$ cat src/rtl/blockade_pkg.sv
// Shared definitions for the Blockade ROM download path: loader states and
// the address map of the program ROM and graphics PROM image.
package blockade_pkg;

  typedef enum logic [1:0] {
    IDLE,
    LOAD,
    DONE
  } loader_state_e;

  localparam int ADDR_W = 14;

  // Each ROM/PROM is split into separate high and low nibble banks.
  localparam int ROM1_MSB   = 'h0000;
  localparam int ROM1_LSB   = 'h0400;
  localparam int ROM2_MSB   = 'h0800;
  localparam int ROM2_LSB   = 'h0C00;
  localparam int PROM_MSB   = 'h1000;
  localparam int PROM_LSB   = 'h1200;
  localparam int IMAGE_SIZE = 'h1400;

endpackage

$ cat src/rtl/blockade_byte_fifo.sv
// Small byte FIFO with register-array storage, full/empty flags and a
// synchronous flush. No fall-through: a pushed byte is visible the next cycle.
module blockade_byte_fifo #(
  parameter int DEPTH = 4
) (
  input  logic       clk,
  input  logic       reset,
  input  logic       flush,
  input  logic       push,
  input  logic [7:0] push_data,
  input  logic       pop,
  output logic [7:0] pop_data,
  output logic       full,
  output logic       empty
);

  localparam int PTR_W = (DEPTH > 2) ? $clog2(DEPTH) : 1;

  logic [7:0]       mem [DEPTH];
  logic [PTR_W-1:0] wr_ptr;
  logic [PTR_W-1:0] rd_ptr;
  logic [PTR_W:0]   count;
  logic             push_ok;
  logic             pop_ok;

  assign full     = (count == (PTR_W + 1)'(DEPTH));
  assign empty    = (count == '0);
  assign pop_ok   = pop && !empty;
  // A push into a full FIFO is only taken when a pop frees the slot that cycle.
  assign push_ok  = push && (!full || pop_ok);
  assign pop_data = mem[rd_ptr];

  always_ff @(posedge clk) begin
    if (push_ok && !flush) begin
      mem[wr_ptr] <= push_data;
    end
  end

  always_ff @(posedge clk or posedge reset) begin
    if (reset) begin
      wr_ptr <= '0;
      rd_ptr <= '0;
      count  <= '0;
    end else if (flush) begin
      wr_ptr <= '0;
      rd_ptr <= '0;
      count  <= '0;
    end else begin
      if (push_ok) begin
        wr_ptr <= wr_ptr + 1'b1;
      end
      if (pop_ok) begin
        rd_ptr <= rd_ptr + 1'b1;
      end
      case ({push_ok, pop_ok})
        2'b10:   count <= count + 1'b1;
        2'b01:   count <= count - 1'b1;
        default: count <= count;
      endcase
    end
  end

endmodule

$ cat src/rtl/blockade_dn_loader.sv
// Streams a ROM image from the HPS byte source onto the core's download bus,
// pacing write strobes and holding the game in reset until the image is in.
module blockade_dn_loader
  import blockade_pkg::*;
#(
  parameter int FIFO_DEPTH = 4,
  parameter int WR_GAP     = 2,
  parameter int LOAD_SIZE  = IMAGE_SIZE
) (
  input  logic              clk,
  input  logic              reset,
  input  logic              start,
  input  logic              s_valid,
  input  logic [7:0]        s_data,
  output logic              s_ready,
  output logic [ADDR_W-1:0] dn_addr,
  output logic              dn_wr,
  output logic [7:0]        dn_data,
  output logic              busy,
  output logic              done,
  output logic              overflow
);

  localparam int GAP_W = (WR_GAP > 1) ? $clog2(WR_GAP + 1) : 1;
  localparam logic [GAP_W-1:0]  GAP_LOAD  = GAP_W'(WR_GAP);
  localparam logic [ADDR_W-1:0] LAST_ADDR = ADDR_W'(LOAD_SIZE - 1);

  if (LOAD_SIZE < 1 || LOAD_SIZE > (1 << ADDR_W)) begin : g_bad_load_size
    $error("blockade_dn_loader: LOAD_SIZE must be 1..16384");
  end
  if (FIFO_DEPTH < 2 || (FIFO_DEPTH & (FIFO_DEPTH - 1)) != 0) begin : g_bad_depth
    $error("blockade_dn_loader: FIFO_DEPTH must be a power of two >= 2");
  end
  if (WR_GAP < 0) begin : g_bad_gap
    $error("blockade_dn_loader: WR_GAP must be >= 0");
  end
  if (ROM1_LSB - ROM1_MSB != 'h400 || ROM2_MSB - ROM1_LSB != 'h400 ||
      ROM2_LSB - ROM2_MSB != 'h400 || PROM_MSB - ROM2_LSB != 'h400 ||
      PROM_LSB - PROM_MSB != 'h200 || IMAGE_SIZE - PROM_LSB != 'h200) begin : g_bad_map
    $error("blockade_dn_loader: inconsistent image address map");
  end

  loader_state_e     state;
  loader_state_e     state_next;
  logic [ADDR_W-1:0] counter;
  logic [GAP_W-1:0]  gap;
  logic [ADDR_W-1:0] last_addr;
  logic [7:0]        last_data;
  logic              fifo_push;
  logic              fifo_pop;
  logic [7:0]        fifo_data;
  logic              fifo_full;
  logic              fifo_empty;

  blockade_byte_fifo #(
    .DEPTH(FIFO_DEPTH)
  ) u_fifo (
    .clk      (clk),
    .reset    (reset),
    .flush    (start),
    .push     (fifo_push),
    .push_data(s_data),
    .pop      (fifo_pop),
    .pop_data (fifo_data),
    .full     (fifo_full),
    .empty    (fifo_empty)
  );

  always_ff @(posedge clk or posedge reset) begin
    if (reset) begin
      state <= IDLE;
    end else begin
      state <= state_next;
    end
  end

  // start always wins over a waiting byte: no handshake and no write that cycle.
  always_comb begin
    state_next = state;
    s_ready    = 1'b0;
    fifo_pop   = 1'b0;
    case (state)
      IDLE: begin
        if (start) begin
          state_next = LOAD;
        end
      end
      LOAD: begin
        if (!start) begin
          s_ready  = !fifo_full;
          fifo_pop = !fifo_empty && (gap == '0);
          if (fifo_pop && counter == LAST_ADDR) begin
            state_next = DONE;
          end
        end
      end
      DONE: begin
        if (start) begin
          state_next = LOAD;
        end else begin
          s_ready = 1'b1;
        end
      end
      default: state_next = IDLE;
    endcase
  end

  assign fifo_push = s_valid && s_ready && (state == LOAD);
  assign dn_wr     = fifo_pop;
  assign dn_addr   = fifo_pop ? counter : last_addr;
  assign dn_data   = fifo_pop ? fifo_data : last_data;
  assign busy      = (state == LOAD);
  assign done      = (state == DONE);

  // The counter stops on the final write so it never wraps at LOAD_SIZE=16384.
  always_ff @(posedge clk or posedge reset) begin
    if (reset) begin
      counter   <= '0;
      gap       <= '0;
      last_addr <= '0;
      last_data <= '0;
      overflow  <= 1'b0;
    end else if (start) begin
      counter  <= '0;
      gap      <= '0;
      overflow <= 1'b0;
    end else begin
      if (fifo_pop) begin
        last_addr <= counter;
        last_data <= fifo_data;
        gap       <= GAP_LOAD;
        if (counter != LAST_ADDR) begin
          counter <= counter + 1'b1;
        end
      end else if (gap != '0) begin
        gap <= gap - 1'b1;
      end
      if (state == DONE && s_valid) begin
        overflow <= 1'b1;
      end
    end
  end

endmodule
$ cat config.mk
export PLATFORM = sky130hd
export DESIGN_NAME = blockade_dn_loader
export DESIGN_NICKNAME = d
export VERILOG_FILES = /design/src/rtl/blockade_pkg.sv /design/src/rtl/blockade_byte_fifo.sv /design/src/rtl/blockade_dn_loader.sv
export SDC_FILE = /design/constraint.sdc
export NUM_CORES = 1
export LEC_CHECK = 0
export ABC_AREA = 1
export CORE_UTILIZATION = 56
export CTS_CLUSTER_DIAMETER = 200
export DETAILED_ROUTE_END_ITERATION = 6
export PLACE_DENSITY_LB_ADDON = 0.05
export SYNTH_ARGS = -nofsm -noshare
export SYNTH_HDL_FRONTEND = slang
export SYNTH_SLANG_ARGS = --single-unit
export TNS_END_PERCENT = 10
$ cat constraint.sdc
create_clock -name clk -period 2.12 [get_ports clk]
set_input_delay 0.424 -clock clk [delete_from_list [all_inputs] [get_ports clk]]
set_output_delay 0.424 -clock clk [all_outputs]
set_load 0.02 [all_outputs]
# == Word-level counts from Yosys, hierarchy flattened ==
# Memory sizes are Yosys's and may differ from the RTL's.
# Index checks and enable logic that the tools add are counted.
# op_classes
add_sub_neg,6
n_eq_ne,10
mux,27
reduce_logical,26
# ops
cell,count
$mux 14,4
$mux 2,10
$add 14x1->14 const B,1
$eq 14x13->1 const B,1
$ne 14x13->1 const B,1
$reduce_bool 2->1,6
$logic_and 1x1->1,8
$mux 1,8
$mux 8,1
$pmux 3 s2,1
$reduce_bool 3->1,2
$add 2x1->2 const B,2
$eq 2x1->1 const B,2
$eq 2x2->1 const B,2
$logic_not 2->1,2
$ne 2x1->1 const B,2
$pmux 2 s2,1
$add 3x1->3 const B,1
$eq 3x3->1 const B,1
$logic_not 1->1,3
$logic_not 3->1,1
$mux 3,1
$reduce_and 3->1,1
$sub 3x1->3 const B,1
other kinds (6),6
# word_totals
register_bits,48
mem_bits_rw,32
inputBits,12
output_inout_bits,27
word_cells,79
n_memories,1
# mem_list
memory,depth,word_bits,rd,rd_clocked_by_memory_dff,wr,line,source
u_fifo.mem,4,8,1,0,1,blockade_byte_fifo.sv:19,logic [7:0] mem [DEPTH];

# == Depth between registers and ports, before layout ==
# logic_depth
word_depth,11
depth_mapped,12
ltp_nobuf,12

# == Modules after synthesis ==
# A second synthesis with hierarchy kept.
# hier_totals
cells_unflattened,430
hier_area_um2,3943.8
# by_module_without_submodules
mod,n_inst,cells_each,area_per_inst_um2,seq_area_each_um2
blockade_dn_loader,1,286,2233.4,1026.0
blockade_byte_fifo,1,144,1710.4,1136.1

# == Least setup slack after synthesis ==
# No wires, ideal clock.
# synth_path
kind,reg-to-reg
startpoint,register state[1]
endpoint,"memory u_fifo.mem[0][0], enable pin"
setup_time_ns,0.371
arrival_time_ns,1.891
t_required_ns,1.749
slack_ns,-0.142
stages_incl_launch_ff,7
path_buffers,0
synth_period_minus_slack_ns,2.262
cell_sequence,dfrtp_1 inv_1 ha_1 nand2_1 a21oi_2 nand3_1 nor2_1
# synth_via
elab_chain_cells,8
elab_cells_between_ends,12
cone_classes,eq/ne: 2; mux: 4; reduce/logical: 6
# synth_lines
item,line,source
"start, declared",blockade_dn_loader.sv:43,loader_state_e state;
"start signal, assigned",blockade_dn_loader.sv:73,state <= state_next;
$eq 2x1->1,--,
named net busy,blockade_dn_loader.sv:19,"output logic busy,"
$pmux 1 s2,blockade_dn_loader.sv:82,case (state)
named net s_ready,blockade_dn_loader.sv:15,"output logic s_ready,"
$logic_and 1x1->1 (2 in a row),blockade_dn_loader.sv:108,assign fifo_push = s_valid && s_ready && (state == LOAD);
$logic_and 1x1->1,blockade_byte_fifo.sv:30,assign push_ok = push && (!full || pop_ok);
$logic_and 1x1->1,blockade_byte_fifo.sv:34,if (push_ok && !flush) begin
$mux 1,blockade_byte_fifo.sv:34,
$mux 1 (not written as such),blockade_byte_fifo.sv:35,mem[wr_ptr] <= push_data;
"end, declared",blockade_byte_fifo.sv:19,
# The timed path passes the listed nets, and every way through them passes these cells.

# == Final worst setup path ==
# layout_path
startpoint,register gap[1]
endpoint,output port dn_addr[3]
# layout_via
elab_chain_cells,5
# layout_lines
item,line,source
"start, declared",blockade_dn_loader.sv:46,logic [GAP_W-1:0] gap;
"start signal, assigned",blockade_dn_loader.sv:136,gap <= gap - 1'b1;
$logic_not 2->1,blockade_dn_loader.sv:91,fifo_pop = !fifo_empty && (gap == '0);
$logic_and 1x1->1,blockade_dn_loader.sv:91,
$mux 1,blockade_dn_loader.sv:89,if (!start) begin
$mux 1,blockade_dn_loader.sv:82,
$mux 14,--,
"end, declared",blockade_dn_loader.sv:16,"output logic [ADDR_W-1:0] dn_addr,"
# No other way between the ends.

==> reports/qor.txt <==
final antenna-violating net count - 0
initial detailed-routing violation count - 204
crit path to - dn_addr[3]
dpl hpwl - 5344 µm
TritonCTS clock tree - yes
post-synthesis sequential area ratio - 57.83%
Peak Freq - 0.4372 GHz
Post-Synth Simple-Gate Area - 20.78%
R2R setup slack - -0.02 ns
clock period minus worst slack - 2.287 ns
total power - 4.616 mW
Routed WL - 8078 µm
Die Area - 7007 µm²
Avg Cell Area, Syn - 9.513 µm²
Layout Nets - 503
critical path depth - 10
FF-to-FF path depth - 12
CP top delay family - buffers and inverters
post-place setup slack - -0.4799 ns
CP Launch Point - gap[1]$_DFFE_PP0P_
mux cell area share after synthesis - 0%
footprint of the multi-input gates - 1508 µm²
Synth Area in XOR/XNOR - 1.874%
Compound-Gate Fraction of Synth Area - 10.51%
initial antenna violation count - 0
Synth Area in Adders - 3.882%
worst r2r src - gap[1]$_DFFE_PP0P_
WS Path Type - register to primary output
Critical Path RT - 1.70 ns
endpoints failing setup - 36
DRC Markers - 0
Filler Cells Inserted - 424
Pleak - 2.284 nW
Slew HR - 68.46%
Root Buffer - clkbuf_8
ANT cells - 0
CTS max path bufs - 2
FF+latch count, synth - 80
most frequent cells in the layout - nand2_1 (86), dfrtp_1 (48), buf_4 (47)
Crit path buffers/inverters - 5
drt first pass iters - 5
commonest non-fill, non-tap cell in the layout - nand2_1
maximum fanout along the worst path - 6
Placeable Area - 6386 µm²
RSZ-0062 raised after global routing - true
IO Port Bufs - 38
Chip Width - 83.71 µm
Tightest Hold Check Type - input port to asynchronous set/reset pin
failing checks - setup timing
worst slew pin tran - 0.4724 ns
die height - 83.71 µm
number of hold buffers added after cts - 0
# clock sinks - 80
Reg area - 2162 µm²
Area Overhead vs Synth - 32.63%
total gr overflow - 0
CTS Buf Count - 9
syn nets - 416
largest net degree at the start of global routing - 29
Placer Congestion - 0.8577
Reg-to-Reg End - u_fifo.mem[1][6]$_DFFE_PP_
Worst EP arrival - 1.86 ns
CP peak stage delay - 0.38 ns
Clk pin slew, worst setup/hold paths - 0.08 ns
initial core utilization - 58.54%
worst setup margin - -0.1671 ns
final critical-path share of the clock period - 107.9%
combinational family with the most area after synthesis - simple AND/OR/NAND/NOR gates
Cell variety after synth - 33
Cells after Synth - 393
Ports - 39
Ys Warns - 0
layout cells sized above 1 - 27.63%
vias per cell - 5.322
Max Cap Viol - 0
global-route wire length before repair - 13770 µm
vias in the first global route - 2996
nature of the critical path startpoint - register
Row Count - 29
Avg WL per Cell - 14.37 µm
Mapped Area - 3739 µm²
worst skew pair latency - 0.35 ns
Slew Limit Fails - 0
detailed-route via count - 2991
status - complete, but fails checks
P per Cell Area - 930.9 nW/µm²
worst vdd ir - 0.8139 mV
total track usage - 25.02%
sequence of cells on the critical path - inv_1, ha_2, inv_2, nor2_4, nand3_4, buf_12, buf_16, nand2_2, o21ai_1, buf_4
critical path endpoint category - primary output
final setup skew - 0.006873 ns
Final Hold Violating Endpoints - 0
CTS HTree Levels - 3
Slowest cell on crit path - dfrtp_1
-- cells by family (layout without fill, tap and decap cells) --
| kind of cell | after synthesis | in the layout |
|---|---|---|
| AO/OA/AOI/OAI | 64 | 64 |
| flip-flops | 80 | 80 |
| buffers and inverters | 47 | 139 |
| AND/OR/NAND/NOR | 183 | 183 |
| XOR/XNOR | 8 | 8 |
| adder cells (fa/ha/maj) | 11 | 11 |
-- worst min path at each step --
| stage | from | endpoint | slack [ns] | cells after the start |
|---|---|---|---|---|
| finish | reset | counter[2]$_DFFE_PP0P_ | 0.41 | 2 |
| global placement | last_addr[11]$_DFFE_PP0N_ | last_addr[11]$_DFFE_PP0N_ | 0.46 | 2 |
| global route | reset | last_addr[7]$_DFFE_PP0N_ | 0.45 | 2 |
| CTS | reset | last_addr[12]$_DFFE_PP0N_ | 0.41 | 2 |
| floorplan | last_addr[0]$_DFFE_PP0N_ | last_addr[0]$_DFFE_PP0N_ | 0.44 | 2 |
| detailed placement | last_data[7]$_DFFE_PP0N_ | last_data[7]$_DFFE_PP0N_ | 0.46 | 2 |
-- report_power, final --
part | total [mW] | internal (mW) | switching (mW)
clock network | 0.993 | 0.423 | 0.570
logic | 1.75 | 0.817 | 0.935
registers | 1.87 | 1.79 | 0.0789
total | 4.62 | 3.03 | 1.58
-- flip-flops by register name (all words and copies together) (netlist names) --
signal / flops
u_fifo.rd_ptr: 2
u_fifo.wr_ptr: 2
gap: 2
overflow: 1
last_addr: 14
counter: 14
last_data: 8
state: 2
u_fifo.count: 3
u_fifo.mem: 32
-- cell usage after synthesis --
master	n	area share, %
a21oi_1	6	0.80
o21bai_1	1	0.20
o21ai_0	34	4.6
fa_1	1	0.54
nand3_2	1	0.27
edfxtp_1	32	26
nand3_1	19	2.5
buf_6	1	0.30
buf_2	5	0.67
o21ai_2	4	0.94
ha_1	10	3.3
nand4_1	5	0.84
dfrtp_1	48	32
nor2_2	2	0.33
clkinv_1	1	0.10
nand2_1	103	10
o211ai_1	1	0.20
nand3b_1	2	0.40
o31ai_1	6	1.2
a21oi_2	1	0.23
o32ai_1	8	1.9
inv_1	29	2.9
nand2_4	2	0.60
clkinv_2	1	0.13
xor2_1	8	1.9
nor3_2	1	0.27
clkbuf_1	7	0.70
o21ai_1	2	0.27
o311ai_0	1	0.23
nor3_1	4	0.54
nand4_2	1	0.33
inv_2	3	0.30
nor2_1	43	4.3
-- per-layer routing --
layer / part of all wire, % / track usage, % / vias up / wire (µm)
li1: - / - / 1487 / -
met1: 41 / 31.30 / 1428 / 3352
met2: 53 / 42.79 / 63 / 4254
met3: 4.2 / 3.858 / 13 / 336
met4: 1.7 / 11.56 / 0 / 134
met5: 0 / 0 / - / 0
-- what timing repair did --
action                                  4_1_cts  5_1_grt
cloned                                        2        1
setup buffers                                 2        3
hold endpoints to repair                      0        0
endpoints found under the setup margin       58       72
resized for setup                           126       44
pin swaps                                     3        2
-- stage by stage --
| stage | cell area, µm² | std cells | util, % | hold slack, ns | setup TNS (ns) |
|---|---|---|---|---|---|
| 2_1_floorplan | 3759 | 393 | - | 0.4428 | -1.371 |
| 3_3_place_gp | 4608 | 538 | 72.16 | 0.4562 | -18.96 |
| 3_5_place_dp | 4608 | 538 | 72.16 | 0.4618 | -20.29 |
| 4_1_cts | 4803 | 558 | 75.22 | 0.4092 | -3.658 |
| 5_1_grt | 4959 | 562 | 77.65 | 0.4531 | -9.543 |
| 6_report | 4959 | 562 | 77.65 | 0.4066 | -2.837 |
-- worst register-to-register path, delay by kind of cell, from the launching register on --
| kind | cells | cell delay, ns |
|---|---|---|
| fa+ha+maj | 1 | 0.18 |
| flops | 1 | 0.38 |
| simple gates | 5 | 0.59 |
| buf+inv | 6 | 0.70 |
-- layout make-up --
type | instances | area share (%)
clock buffer | 9 | 2.498
clock inverter | 7 | 0.9336
inverter | 34 | 2.599
multi-input combinational | 266 | 30.41
sequential | 80 | 43.60
tap | 77 | 1.943
timing repair buffer | 89 | 18.02
Note: power is estimated with default switching activity, not from simulation.
